[config.mk]
export PLATFORM = sky130hd
export DESIGN_NAME = seq_frame_serializer
export DESIGN_NICKNAME = d
export VERILOG_FILES = /design/src/rtl/seq_pkg.sv /design/src/rtl/seq_down_counter.sv /design/src/rtl/seq_frame_serializer.sv
export SDC_FILE = /design/constraint.sdc
export NUM_CORES = 1
export LEC_CHECK = 0
export CAP_MARGIN = 20
export CORE_MARGIN = 5
export CORE_UTILIZATION = 54
export DETAILED_ROUTE_END_ITERATION = 10
export PLACE_DENSITY = 0.85
export SLEW_MARGIN = 0
export SYNTH_ARGS = -nofsm -noshare
export SYNTH_HDL_FRONTEND = slang
export SYNTH_SLANG_ARGS = --single-unit
[constraint.sdc]
create_clock -name clk -period 4.7 [get_ports clk]
set_input_delay 0.94 -clock clk [delete_from_list [all_inputs] [get_ports clk]]
set_output_delay 0.94 -clock clk [all_outputs]
set_load 0.05 [all_outputs]
[src/rtl/seq_pkg.sv]
// seq_pkg: shared encodings and helpers for the
// sequence-check frame path (serializer + checker).
package seq_pkg;

  localparam logic [1:0] SER_IDLE  = 2'd0;
  localparam logic [1:0] SER_SHIFT = 2'd1;
  localparam logic [1:0] SER_GAP   = 2'd2;

  localparam logic [2:0] CHK_S0 = 3'd0;
  localparam logic [2:0] CHK_S1 = 3'd1;
  localparam logic [2:0] CHK_S2 = 3'd2;
  localparam logic [2:0] CHK_S3 = 3'd3;
  localparam logic [2:0] CHK_S4 = 3'd4;
  localparam logic [2:0] CHK_S5 = 3'd5;
  localparam logic [2:0] CHK_S6 = 3'd6;
  localparam logic [2:0] CHK_S7 = 3'd7;

  function automatic int len_w(input int data_w);
    return $clog2(data_w + 1);
  endfunction

  function automatic int eff_len(
    input int len,
    input int data_w
  );
    return (len == 0 || len > data_w) ? data_w : len;
  endfunction

endpackage

[src/rtl/seq_down_counter.sv]
// seq_down_counter: loadable down counter that
// parks at zero and flags it.
module seq_down_counter #(
  parameter int W = 4
)(
  input  logic         clk,
  input  logic         rst_n,
  input  logic         load,
  input  logic [W-1:0] load_val,
  input  logic         dec,
  output logic         zero
);

  logic [W-1:0] cnt;

  // load has priority; decrement stops at zero
  always_ff @(posedge clk or negedge rst_n) begin
    if (!rst_n) begin
      cnt <= '0;
    end else if (load) begin
      cnt <= load_val;
    end else if (dec && cnt != '0) begin
      cnt <= cnt - W'(1);
    end
  end

  assign zero = (cnt == '0);

endmodule

[src/rtl/seq_frame_serializer.sv]
// seq_frame_serializer: shifts a parallel frame into
// the serial sequence checker, one bit per clk.
module seq_frame_serializer
  import seq_pkg::*;
#(
  parameter int DATA_W     = 8,
  parameter bit LSB_FIRST  = 1'b0,
  parameter int GAP_CYCLES = 0,
  parameter int CNT_W      = 16
)(
  input  logic                        clk,
  input  logic                        rst_n,
  input  logic                        s_valid,
  output logic                        s_ready,
  input  logic [DATA_W-1:0]           s_data,
  input  logic [$clog2(DATA_W+1)-1:0] s_len,
  input  logic                        abort,
  output logic                        ser_bit,
  output logic                        ser_valid,
  output logic                        chk_hold,
  output logic                        result_valid,
  output logic [CNT_W-1:0]            frame_cnt,
  output logic                        busy
);

  localparam int LEN_W = len_w(DATA_W);

  logic [1:0]        state;
  logic [1:0]        state_nxt;
  logic [DATA_W-1:0] shreg;
  logic [DATA_W-1:0] load_word;
  logic [LEN_W-1:0]  len_eff;
  logic              accept;
  logic              bit_zero;
  logic              gap_zero;
  logic              frame_done;

  assign len_eff = LEN_W'(eff_len(int'(s_len), DATA_W));

  assign s_ready    = (state == SER_IDLE) && !abort;
  assign accept     = s_valid && s_ready;
  assign ser_valid  = (state == SER_SHIFT);
  assign chk_hold   = !ser_valid;
  assign busy       = (state != SER_IDLE);
  assign frame_done = ser_valid && bit_zero && !abort;

  // short MSB-first frames are left-aligned so the
  // top bit of the register is always the next bit
  assign load_word = LSB_FIRST ? s_data :
    (s_data << (LEN_W'(DATA_W) - len_eff));

  assign ser_bit = ser_valid &&
    (LSB_FIRST ? shreg[0] : shreg[DATA_W-1]);

  seq_down_counter #(
    .W(LEN_W)
  ) u_bit_cnt (
    .clk      (clk),
    .rst_n    (rst_n),
    .load     (accept),
    .load_val (len_eff - LEN_W'(1)),
    .dec      (ser_valid),
    .zero     (bit_zero)
  );

  if (GAP_CYCLES > 0) begin : g_gap
    localparam int GAP_W =
      (GAP_CYCLES > 1) ? $clog2(GAP_CYCLES) : 1;

    seq_down_counter #(
      .W(GAP_W)
    ) u_gap_cnt (
      .clk      (clk),
      .rst_n    (rst_n),
      .load     (frame_done),
      .load_val (GAP_W'(GAP_CYCLES - 1)),
      .dec      (state == SER_GAP),
      .zero     (gap_zero)
    );
  end else begin : g_no_gap
    assign gap_zero = 1'b1;
  end

  // next-state decode
  always_comb begin
    state_nxt = state;
    unique case (state)
      SER_IDLE: begin
        if (accept) state_nxt = SER_SHIFT;
      end
      SER_SHIFT: begin
        if (abort)
          state_nxt = SER_IDLE;
        else if (bit_zero)
          state_nxt = (GAP_CYCLES > 0) ?
            SER_GAP : SER_IDLE;
      end
      SER_GAP: begin
        if (abort || gap_zero) state_nxt = SER_IDLE;
      end
      default: state_nxt = SER_IDLE;
    endcase
  end

  // state register
  always_ff @(posedge clk or negedge rst_n) begin
    if (!rst_n) state <= SER_IDLE;
    else        state <= state_nxt;
  end

  // frame shift register, loaded on acceptance
  always_ff @(posedge clk or negedge rst_n) begin
    if (!rst_n)
      shreg <= '0;
    else if (accept)
      shreg <= load_word;
    else if (ser_valid)
      shreg <= LSB_FIRST ? (shreg >> 1) : (shreg << 1);
  end

  // result strobe and completed-frame counter
  always_ff @(posedge clk or negedge rst_n) begin
    if (!rst_n) begin
      result_valid <= 1'b0;
      frame_cnt    <= '0;
    end else begin
      result_valid <= frame_done;
      if (frame_done) frame_cnt <= frame_cnt + CNT_W'(1);
    end
  end

endmodule

==> summary.txt <==
GRT
  – Initial antenna violation count: 0
  – Overall global routing resource usage: roughly 20%
  – First-pass GRT wire length: around 6400 µm
  – Leftover overflow at the end of global routing: 0
  – Vias in the first global route: about 1400
  – Pin count of the biggest net entering global routing: 31

Yosys
  – Instance count of the mapped netlist: about 160
  – Post-synth top area share: between 40% and 50%
  – Cell type contributing the most total cell area after synthesis: sky130_fd_sc_hd__dfrtp_1
  – Mapped cell area: 1720 µm²
  – Count of flip-flops with a built-in enable after synthesis: 0
  – Commonest cells in the synthesized netlist: sky130_fd_sc_hd__dfrtp_1 (30), sky130_fd_sc_hd__xnor2_1 (12), sky130_fd_sc_hd__nand3_1 (11)
  – Most repeated cell in the gate-level netlist after synthesis: sky130_fd_sc_hd__dfrtp_1
  – Largest cells by area after synthesis: sky130_fd_sc_hd__dfrtp_1 (44%), sky130_fd_sc_hd__mux4_2 (6.6%), sky130_fd_sc_hd__xnor2_1 (6.1%), sky130_fd_sc_hd__nand3_1 (3.2%), sky130_fd_sc_hd__xor2_1 (3.1%)
  – Yosys warnings: 0
  – Sequential-to-total area share from yosys stat: 43.7%
  – Flops & latches, synth: 30
  – Syn_nets: 178
  – Async set-or-reset flop fraction in the synthesized netlist: between 90% and 100%
  – Number of unique standard cell types used by synthesis: 45
  – Average instance area after synthesis: about 11 µm²
  – Dominant synthesized flop cell: sky130_fd_sc_hd__dfrtp_1

CTS
  – Clock latency on the worst-skew pair: about 340 ps
  – Number of buffers added by the clock tree synthesis step: 5
  – Number of levels in the clock H-tree: 2
  – Cell at the root of the clock tree: sky130_fd_sc_hd__clkbuf_4
  – Maximum root-to-sink buffer count: 2
  – Buffers inserted during post-CTS setup optimization: 0
  – Count of hold-fix buffers inserted at cts: 0
  – CTS tree: done
  – Post-CTS clock slew at the launch and capture registers of the worst setup and hold paths: around 90 ps
  – # resized after CTS: 0
  – Total number of clock tree sinks: 30

Setup path
  – WP data required: roughly 3800 ps
  – Slowest cell delay on critical path: around 820 ps
  – Maximum fanout along the worst path: 8
  – Kind of critical path: in -> out
  – Crit path DAT: 2570 ps
  – Worst Setup Start Kind: input port
  – Most numerous cell on the critical path: sky130_fd_sc_hd__clkdlybuf4s50_1
  – Cell with the largest stage delay on the worst path: sky130_fd_sc_hd__clkdlybuf4s50_1
  – Kind of capture point of the worst setup path: output port
  – Crit path cell chain: clkdlybuf4s50_1 > nor2_1 > clkdlybuf4s50_1

STA
  – Final worst slack: approximately 1200 ps
  – Max Fclk: 285 MHz
  – Headroom to the max-slew limit: between 50 and 60%
  – Crit share post-route: between 70% and 80%
  – Endpoints failing setup: 0
  – Clock Skew: around 6.7 ps
  – Total negative slack for setup checks: 0 ps
  – Number of max-slew violations in the final report: 0
  – Final Hold Viols: 0
  – Setup repair after global routing missed its margin: no
  – Worst-margin pin slew: a little under 700 ps
  – Final min period: about 3500 ps

Power
  – Switch Pwr: 277 µW
  – Switching power as a share of total power: between 30% and 40%
  – PD cells: 346 nW/µm²
  – Overall Power: roughly 750 µW
  – Power share of the clock group: between 20% and 30%
  – Worst-case vdd ir drop: around 0.00019 V
  – Leakage power of the design: ~0.89 nW
  – Design internal power: around 470 µW
  – Relative contribution of combinational cells to total power: around 33%
  – Register share of total power: 45.1%

Cells and area
  – Number of nets in the layout: 216
  – Layout cell share with drive strength beyond 1: about 13%
  – Finished Core Util: between 70 and 80%
  – Fillers: between 200 and 250
  – Antenna diode instance count: 0
  – Syn-to-layout area delta: 26.2%

Route
  – Detailed router's first-iteration violation count: 79
  – Drt first pass iters: 4
  – DR DRC count: 0
  – Total vias in the final route: ~1400
  – Average wire per cell in the routed design: around 15 µm
  – Met2 wirelength from detailed routing: 1830 µm
  – Number of routed nets with antenna violations: 0
  – Top Layer Used: met4
  – Vias/cell: 5.73
  – Routed wire length: 3720 µm
  – Routed metal-1 wire length: 1520 µm
  – Sum of met3 wire segment lengths after detailed routing: 279 µm

Placement
  – Count of input and output buffers: 37
  – Gpl congestion: around 0.92
  – Sum of net half-perimeters after detailed placement: around 2900 µm
  – Setup WS pre-CTS: 933 ps

Floorplan
  – Die Wd: between 60 and 70 µm
  – Area inside the core boundary: between 3000 and 4000 µm²
  – Row count: 20
  – Die area: ~4400 µm²
  – Initial Utilization: between 50% and 60%
  – Die H: between 60 and 70 µm
  – Number of placed I/O pins: 38

Job
  – MaxCap Viol Count: 0

Outcome
  – Status: finished, final reports clean

Min path
  – Min-delay worst type: reg -> reg
[area by class of cell]
type                    count  area [µm²]  share of cell area, %
flip-flops and latches     30         751                   34.7
multi-input cells         114         888                   41.0
inverters                   7        26.3                   1.21
repair buffers             39         385                   17.8
clock inverters             1        5.00                  0.231
well taps                  44        55.1                   2.54
clock buffers               7        55.1                   2.54
[final timing paths]
| check | start | end | slack (ps) | cells after the start |
|---|---|---|---|---|
| setup / recovery | abort | s_ready | 1190 | 3 |
| hold / removal | frame_cnt[15] | frame_cnt[15] | 480 | 1 |
| setup reg to reg | state[0] | u_bit_cnt.cnt[2] | 2560 | 8 |
| hold reg to reg | frame_cnt[15] | frame_cnt[15] | 480 | 1 |
| max in group asynchronous | rst_n | frame_cnt[0] | 3460 | 2 |
| min in group asynchronous | rst_n | shreg[7] | 970 | 2 |
[logic make-up after synthesis]
family                   count (synthesis)  share of synthesized area [%]
AND/OR/NAND/NOR                         59                           22.1
flip-flops                              30                           43.7
AO/OA/AOI/OAI                           26                           9.55
XOR/XNOR                                19                           10.1
buffers and inverters                   15                           4.52
multiplexers                             7                           7.80
adder cells (fa/ha/maj)                  3                           2.19
[metal layers]
layer  up-vias  GRT usage, %
li1        652             -
met1       663          22.3
met2        62          34.1
met3         9          5.10
met4         0          9.90
met5         -             0
[registers in the layout, indices dropped and copies added, names as in the netlist]
name,count
result_valid,1
frame_cnt,16
u_bit_cnt.cnt,4
state,1
shreg,8
[layout by cell type (no fill, tap or decap), drive strengths merged, types with 3 or more instances in the layout]
cell type / instances
xor2: 6
a21oi: 9
nor4: 3
and3: 5
nor3b: 3
ha: 3
inv: 7
dfrtp: 30
o21ai: 5
nand4: 3
clkdlybuf4s50: 37
xnor2: 13
a31oi: 4
mux4: 5
nand3: 11
nor3: 3
nor2: 10
clkbuf: 7
nand2: 8
[worst max-delay path: cells and delay by family]
kind / cells / cell delay (ps)
and+or+nand+nor: 1 / 190
buffers and inverters: 2 / 1430
[stage by stage]
stage                     hold WS, ps  area, µm²  cells
after floorplan                   467       1720    159
after global placement            461       2110    234
after detailed placement          466       2110    234
after CTS                         482       2170    242
after global routing              522       2170    242
final                             483       2170    242
[power groups by stage]
stage	Sequential (mW)	Combinational (mW)	Clock (mW)
6_report	0.339	0.250	0.162
5_1_grt	0.347	0.274	0.177
4_1_cts	0.339	0.252	0.166
2_1_floorplan	0.381	0.130	0
3_5_place_dp	0.343	0.251	0
3_3_place_gp	0.340	0.242	0
Power figures use the tool's default switching activity.
